`config.mk`:
```
export PLATFORM = sky130hd
export DESIGN_NAME = zbuf_readback
export DESIGN_NICKNAME = d
export VERILOG_FILES = /design/src/rtl/zbuf_readback.sv
export SDC_FILE = /design/constraint.sdc
export NUM_CORES = 1
export LEC_CHECK = 0
export CAP_MARGIN = 20
export CELL_PAD_IN_SITES_DETAIL_PLACEMENT = 1
export CELL_PAD_IN_SITES_GLOBAL_PLACEMENT = 1
export CORE_MARGIN = 5
export CORE_UTILIZATION = 43
export CTS_CLUSTER_DIAMETER = 40
export DETAILED_ROUTE_END_ITERATION = 10
export PLACE_DENSITY = 0.73
export SLEW_MARGIN = 25
export SYNTH_ARGS = -nofsm -noshare
export SYNTH_HDL_FRONTEND = slang
export SYNTH_SLANG_ARGS = --single-unit
```
`constraint.sdc`:
```
create_clock -name clk -period 3.66 [get_ports clk]
set_input_delay 0.915 -clock clk [delete_from_list [all_inputs] [get_ports clk]]
set_output_delay 0.915 -clock clk [all_outputs]
set_load 0.02 [all_outputs]
```
`src/rtl/zbuf_readback.sv`:
```
// zbuf_readback: raster-order Z-buffer region readback onto a valid/ready pixel stream
// Ports:
//   clk, reset                 rising-edge clock, asynchronous active-high reset
//   start, x_max, y_max        frame request; inclusive bounds latched on an accepted start
//   busy, done                 frame in progress / one-cycle completion pulse
//   mem_rd_en, mem_addr        registered read strobe and {y,x} address
//   mem_rd_data                read data, RD_LATENCY cycles after mem_rd_en
//   pix_valid, pix_ready       output stream handshake
//   pix_data, pix_x, pix_y     depth sample and its coordinates
//   pix_last                   sample is (x_max, y_max)
module zbuf_readback #(
    parameter int X_BITS     = 8,
    parameter int Y_BITS     = 8,
    parameter int DEPTH_BITS = 16,
    parameter int RD_LATENCY = 2,
    parameter int FIFO_DEPTH = 4
) (
    input  logic                     clk,
    input  logic                     reset,
    input  logic                     start,
    input  logic [X_BITS-1:0]        x_max,
    input  logic [Y_BITS-1:0]        y_max,
    output logic                     busy,
    output logic                     done,
    output logic                     mem_rd_en,
    output logic [X_BITS+Y_BITS-1:0] mem_addr,
    input  logic [DEPTH_BITS-1:0]    mem_rd_data,
    output logic                     pix_valid,
    input  logic                     pix_ready,
    output logic [DEPTH_BITS-1:0]    pix_data,
    output logic [X_BITS-1:0]        pix_x,
    output logic [Y_BITS-1:0]        pix_y,
    output logic                     pix_last
);
    localparam int AW = X_BITS + Y_BITS;
    localparam int TW = AW + 2;
    localparam int EW = DEPTH_BITS + AW + 1;
    localparam int PW = FIFO_DEPTH > 1 ? $clog2(FIFO_DEPTH) : 1;
    localparam int CW = $clog2(FIFO_DEPTH + 1);
    localparam logic [PW-1:0] P_LAST = PW'(FIFO_DEPTH - 1);
    localparam logic [CW:0] FD = (CW + 1)'(FIFO_DEPTH);
    typedef enum logic [1:0] {IDLE, READ, DRAIN} state_t;
    state_t state_q, state_d;
    logic [X_BITS-1:0] x_q, x_d, xm_q, xm_d, cx, cxm;
    logic [Y_BITS-1:0] y_q, y_d, ym_q, ym_d, cy, cym;
    logic rd_en_q, rd_en_d, rd_last_q, rd_last_d, done_q, done_d;
    logic [AW-1:0] addr_q, addr_d;
    logic [TW-1:0] trk_q [RD_LATENCY];
    logic [TW-1:0] trk_d [RD_LATENCY];
    logic [EW-1:0] fifo_q [FIFO_DEPTH];
    logic [PW-1:0] wr_q, wr_d, rd_q, rd_d;
    logic [CW-1:0] cnt_q, cnt_d, out_q, out_d;
    logic [CW:0] out_nx;
    logic go, issue, is_last, push, pop;
    assign mem_rd_en = rd_en_q;
    assign mem_addr  = addr_q;
    assign done      = done_q;
    // tracker tag layout: {valid, last, y, x}
    assign push      = trk_q[RD_LATENCY-1][TW-1];
    assign pix_valid = cnt_q != '0;
    assign pop       = pix_valid && pix_ready;
    assign {pix_last, pix_y, pix_x, pix_data} = pix_valid ? fifo_q[rd_q] : '0;
    always_comb begin
        go = state_q == IDLE && start && !done_q;
        // out_q counts reads from earlier cycles not yet popped; a new read is
        // granted only if the FIFO is guaranteed a free slot when its data lands
        out_nx = {1'b0, out_q} + (CW + 1)'(rd_en_q) - (CW + 1)'(pop);
        issue = go || (state_q == READ && out_nx < FD);
        cx = go ? '0 : x_q;
        cy = go ? '0 : y_q;
        cxm = go ? x_max : xm_q;
        cym = go ? y_max : ym_q;
        is_last = cx == cxm && cy == cym;
        rd_en_d = issue;
        rd_last_d = issue && is_last;
        addr_d = issue ? {cy, cx} : addr_q;
        x_d = issue ? (cx == cxm ? '0 : cx + 1'b1) : x_q;
        y_d = issue ? (cx == cxm ? cy + 1'b1 : cy) : y_q;
        xm_d = cxm;
        ym_d = cym;
        out_d = out_nx[CW-1:0];
        cnt_d = cnt_q + CW'(push) - CW'(pop);
        wr_d = push ? (wr_q == P_LAST ? '0 : wr_q + 1'b1) : wr_q;
        rd_d = pop ? (rd_q == P_LAST ? '0 : rd_q + 1'b1) : rd_q;
        done_d = pop && pix_last;
        trk_d[0] = {rd_en_q, rd_last_q, addr_q};
        for (int i = 1; i < RD_LATENCY; i++) trk_d[i] = trk_q[i-1];
    end
    always_comb begin
        state_d = state_q;
        unique case (state_q)
            IDLE:    state_d = go ? (is_last ? DRAIN : READ) : IDLE;
            READ:    state_d = issue && is_last ? DRAIN : READ;
            DRAIN:   state_d = pop && pix_last ? IDLE : DRAIN;
            default: state_d = IDLE;
        endcase
    end
    always_comb busy = state_q != IDLE;
    always_ff @(posedge clk or posedge reset) begin
        if (reset) begin
            state_q   <= IDLE;
            x_q       <= '0;
            y_q       <= '0;
            xm_q      <= '0;
            ym_q      <= '0;
            rd_en_q   <= 1'b0;
            rd_last_q <= 1'b0;
            addr_q    <= '0;
            done_q    <= 1'b0;
            wr_q      <= '0;
            rd_q      <= '0;
            cnt_q     <= '0;
            out_q     <= '0;
            for (int i = 0; i < RD_LATENCY; i++) trk_q[i] <= '0;
        end else begin
            state_q   <= state_d;
            x_q       <= x_d;
            y_q       <= y_d;
            xm_q      <= xm_d;
            ym_q      <= ym_d;
            rd_en_q   <= rd_en_d;
            rd_last_q <= rd_last_d;
            addr_q    <= addr_d;
            done_q    <= done_d;
            wr_q      <= wr_d;
            rd_q      <= rd_d;
            cnt_q     <= cnt_d;
            out_q     <= out_d;
            trk_q     <= trk_d;
        end
    end
    // storage needs no reset: entries are only visible while counted in cnt_q
    always_ff @(posedge clk) begin
        if (push) fifo_q[wr_q] <= {trk_q[RD_LATENCY-1][AW:0], mem_rd_data};
    end
endmodule

```
* Word-level counts from Yosys, hierarchy flattened
Memory sizes are Yosys's and may differ from the RTL's.
Index checks and enable logic that the tools add are counted.
** Word-level totals
- Register bits :: 99
- Memory bits (writable) :: 132
- Input port bits :: 36
- Output and inout port bits :: 53
- Word-level logic and storage cells :: 59
- Memories kept :: 1
** Memory list
- fifo_q :: words 4, bits a word 33, read ports 1, clocked after Yosys merged registers in 0, wr ports 1, line 50 : logic [EW-1:0] fifo_q [FIFO_DEPTH];
** Cells by class
- $add $sub $neg :: 8
- Order comparisons :: 1
- Equal/unequal tests :: 6
- Multiplexer cells :: 16
- Reductions and logical operators :: 12
** Operator list (count)
- 8-bit two-way mux :: 6
- 33-bit two-way mux :: 1
- 8-bit by 1-bit adder with 8-bit output, second input constant :: 2
- 8-bit == test :: 2
- 2-bit two-way mux :: 6
- 1-bit logical AND :: 7
- 2-bit == test, second input constant :: 3
- 2-bit case mux with 3 select lines :: 1
- 2-bit by 1-bit adder with 2-bit output, second input constant :: 2
- 3-bit by 1-bit adder with 4-bit output :: 1
- 4-bit by 3-bit less-than comparator with 1-bit output, second input constant :: 1
- 4-bit by 1-bit subtractor with 4-bit output :: 1
- 3-bit by 1-bit adder with 3-bit output :: 1
- 3-bit nonzero test :: 1
- 3-bit by 1-bit subtractor with 3-bit output :: 1
- 2-bit by 1-bit == test with 1-bit output, second input constant :: 1
- 2-bit zero test :: 1
- 1-bit two-way mux :: 2
- 2-bit nonzero test :: 1
- 1-bit zero test :: 1
- 1-bit logical OR :: 1

* Depth between registers and ports, before layout
- Depth after elaboration :: 9
- Depth in mapped cells :: 16
- Gate-level depth less buffers :: 12

* Worst setup path before layout
No wires, ideal clock.
- Path kind :: input port to flip-flop
- Start point :: input port pix_ready
- End point :: register y_q[2]
- Setup time :: 0.131 ns
- Arrival :: 3.466 ns
- Data required time :: 3.529 ns
- Slack :: 0.062 ns
- Stages on the path :: 12
- Buffers on the path :: 1
- Path through :: nand2_1 -> or2_2 -> nand2_1 -> ha_1 -> inv_1 -> fa_1 -> xnor2_1 -> or2_1 -> or3_1 -> buf_6 -> o311a_1 -> or3_1
** Between the ends
- Longest elaborated chain between the ends :: 5
** Ends and longest elaborated chain
- start, declared :: line 29 : input logic pix_ready,
- 1-bit logical AND :: line 61 : assign pop = pix_valid && pix_ready;
- 4-bit by 1-bit subtractor with 4-bit output :: line 67 : out_nx = {1'b0, out_q} + (CW + 1)'(rd_en_q) - (CW + 1)'(pop);
- net out_nx[2] :: line 53 : logic [CW:0] out_nx;
- 4-bit by 3-bit less-than comparator with 1-bit output :: line 68 : issue = go || (state_q == READ && out_nx < FD);
- 1-bit logical AND :: line 68
- 1-bit logical OR :: line 68
- end signal, assigned :: line 118 : y_q <= y_d;
- end, declared :: line 45 : logic [Y_BITS-1:0] y_q, y_d, ym_q, ym_d, cy, cym;
The timed path passes the listed nets, and every way through them passes these cells.
A chain may end at the register's enable or synchronous reset.

* Final worst setup path
- Start point :: input port pix_ready
- End point :: register y_q[4]
The elaborated chain is that of the path after synthesis.

==> flow_metrics.tcl <==
set metrics [dict create \
    cts_tree "done" \
    path_delay_family "simple AND/OR/NAND/NOR gates" \
    cp-start-kind "input port" \
    dr.pass1.iters 6 \
    detail_route.wl_per_cell_um 19.00 \
    synth.net_count 668 \
    drc 0 \
    drt-total-wl_um 19250 \
    cts_sinks 231 \
    cpMaxStageDelayCell "clkdlybuf4s50_1" \
    finalPower_uw 10240 \
    whs_ns 0.3433 \
    vias_per_cell 5.205 \
    vias 5273 \
    dp.cells 957 \
    track_usage_pct 16.05 \
    clock_latency_ns 0.54 \
    cpMostUsedCell "nand2_1" \
    ys_async_sr_fraction_pct 42.86 \
    tightest_slew_ns 0.9940 \
    max-vdd-ir-drop_uv 391.2 \
    grt_pass1_wl_um 31460 \
    maxUsedRoutingLayer "met4" \
    die_y_um 156.5 \
    post_cts_resize_count 0 \
    fillers 2007 \
    fmaxAchievable_mhz 282.1 \
    met2WireLength_um 9943 \
    antenna_found_initial 0 \
    hold_violations 0 \
    p_per_area_nw_per_um2 890.7 \
    yosysWarnings 0 \
    drtIter0Drc 300 \
    final_net_count 763 \
    path_clk_slew_ns 0.06 \
    yosysTopAreaCell "edfxtp_1" \
    synthFlopType "edfxtp_1" \
    drt-met1-wl_um 8247 \
    cts.hold.buffers_added 0 \
    crit_arrival_ns 3.99 \
    fin_util_pct 54.52 \
    n_antenna_cell 0 \
    core_um2 21090 \
    multi_input_area_um2 2537 \
    path_buf_inv 3 \
    area_growth_pct 24.55 \
    hold_class "reg2reg" \
    clock_path_buffers 3 \
    dieArea_um2 24500 \
    cts_root_buffer "clkbuf_16" \
    report.final.slew_viol_count 0 \
    slowest_delay_ns 0.48 \
    maxCapViolCount 0 \
    grt_pass1_vias 5773 \
    synth_area_leaders "edfxtp_1 (43%), dfrtp_1 (27%), mux4_2 (8.1%)" \
    end_kind "register" \
    cts.htree.levels 1 \
    syn_inst 619 \
    post_cts_buffers 0 \
    syn_area_um2 9230 \
    ant_nets 0 \
    post-route-period-util_pct 96.86 \
    start_util_pct 43.77 \
    post-route-min-period_ns 3.545 \
    drive_above_1_share_pct 16.67 \
    setup_viol 0 \
    syn-mean-instance-area_um2 14.91 \
    synth-edff-count 132 \
    ios 89 \
    die_x_um 156.5 \
    crit_chain "clkdlybuf4s50_1 -> nand2_1 -> or2_2 -> nand2_1 -> ha_2 -> inv_1 -> fa_1 -> xnor2_1 -> or2_1 -> or3_4 -> buf_4 -> nor4_2 -> mux2i_1" \
    gp_congestion 0.7348 \
    finalNonFillerCells 1013 \
    fin_skew_ns 0.01687 \
    gr-total-overflow 0 \
    status "finished, final reports clean" \
    dp_hpwl_um 11970 \
    p_leak_uw 0.004482 \
    slew_headroom_pct 33.73 \
    seq_area_um2 6442 \
    num_rows 53 \
    worstSetupPathType "in2reg" \
    timing.critical_path.fanout_max 11 \
    fin_tns_setup_ns 0 \
    numCtsBuffers 30 \
    wl_met3_um 813 \
    synth_top_area_share_pct 42.94 \
    cp_data_required_time_ns 4.10 \
    grt_max_degree 53 \
    portBuffers 88 \
    synth-seq-cells 231 \
    yosysUniqueCellTypes 48 \
    yosysSeqAreaShare_pct 69.78 \
]
-- power breakdown --
| part | leakage [µW] | switching, µW | internal (µW) |
|---|---|---|---|
| sequential | 0.00252 | 299 | 3330 |
| clock | 0.000487 | 1070 | 1860 |
| combinational | 0.00148 | 1980 | 1700 |
-- Yosys cell counts (3+ instances only) --
master and number:
a21oi_1 28, and2_1 40, and3_1 5, buf_2 4, buf_4 16, clkbuf_1 24, dfrtp_1 99, edfxtp_1 132
ha_1 11, inv_1 17, mux2i_1 3, mux4_2 33, nand2_1 97, nand3_1 12, nor2_1 7, nor2b_1 3
nor3_1 4, nor4_1 9, o21ai_0 13, or2_2 5, or3_1 3, or4_1 3, xnor2_1 4, xor2_1 16
-- routing by layer --
layer	up-vias	global-route usage, %
met5	-	0
met4	0	3.595
met3	18	2.600
met2	120	28.21
met1	2725	21.12
li1	2410	-
-- per-stage QoR --
| step | worst slack [ns] | instance area [µm²] |
|---|---|---|
| final | 0.1150 | 11500 |
| after global routing | -0.02171 | 11500 |
| after CTS | 0.04639 | 11450 |
| after detailed placement | -0.4634 | 10430 |
| after global placement | -0.3935 | 10430 |
| after floorplan | 0.06240 | 9230 |
-- state kept, by name, summed over array words and instances, names as in the netlist --
| register | count |
|---|---|
| state_q | 2 |
| done | 1 |
| mem_rd_en | 1 |
| trk_q | 17 |
| rd_q | 2 |
| out_q | 3 |
| trk_d | 18 |
| ym_q | 8 |
| cnt_q | 3 |
| x_q | 8 |
| xm_q | 8 |
| wr_q | 2 |
| rd_last_q | 1 |
| push | 1 |
| y_q | 8 |
| mem_addr | 16 |
| fifo_q | 132 |
-- logic make-up (layout without fill, tap and decap cells) --
group           Yosys count  count (layout)  synth area share (%)
compound gates           57              57                 3.687
xor+xnor                 20              20                 1.898
fa+ha+maj                13              13                 1.925
buf+inv                  63             182                 3.348
flops                   231             231                 69.78
mux                      37              37                 8.499
simple gates            198             198                 10.86
-- final timing paths --
| kind | start | end | slack (ns) | depth (start not counted) |
|---|---|---|---|---|
| min in group asynchronous | reset | mem_addr[1]$_DFFE_PP0P_ | 0.87 | 2 |
| worst min register to register | trk_d[15]$_DFF_PP0_ | trk_q[15]$_DFF_PP0_ | 0.34 | 0 |
| worst max-delay path | pix_ready | y_q[4]$_DFFE_PP0P_ | 0.11 | 13 |
| max in group asynchronous | reset | rd_q[0]$_DFFE_PP0P_ | 2.07 | 3 |
| worst max register to register | cnt_q[1]$_DFF_PP0_ | y_q[4]$_DFFE_PP0P_ | 0.18 | 14 |
| worst min-delay path | trk_d[15]$_DFF_PP0_ | trk_q[15]$_DFF_PP0_ | 0.34 | 0 |
-- cell usage in the layout, fill, tap and decap left out, types with 7 or more instances in the layout --
master	instances
edfxtp_1	132
dfrtp_1	98
nand2_1	97
clkdlybuf4s50_1	88
and2_1	36
mux4_2	33
clkbuf_16	32
a21oi_1	28
buf_4	17
inv_1	16
xor2_1	16
o21ai_0	13
nand3_1	12
ha_1	10
clkbuf_1	10
nor2_1	7
-- layout make-up --
class / instances / area share [%]
clock inverter: 12 / 1.393
clock buffer: 44 / 7.532
timing repair buffer: 109 / 9.393
multi-input combinational: 325 / 22.07
sequential: 231 / 56.04
inverter: 17 / 0.5768
tap: 275 / 2.993
Power figures use the tool's default switching activity.
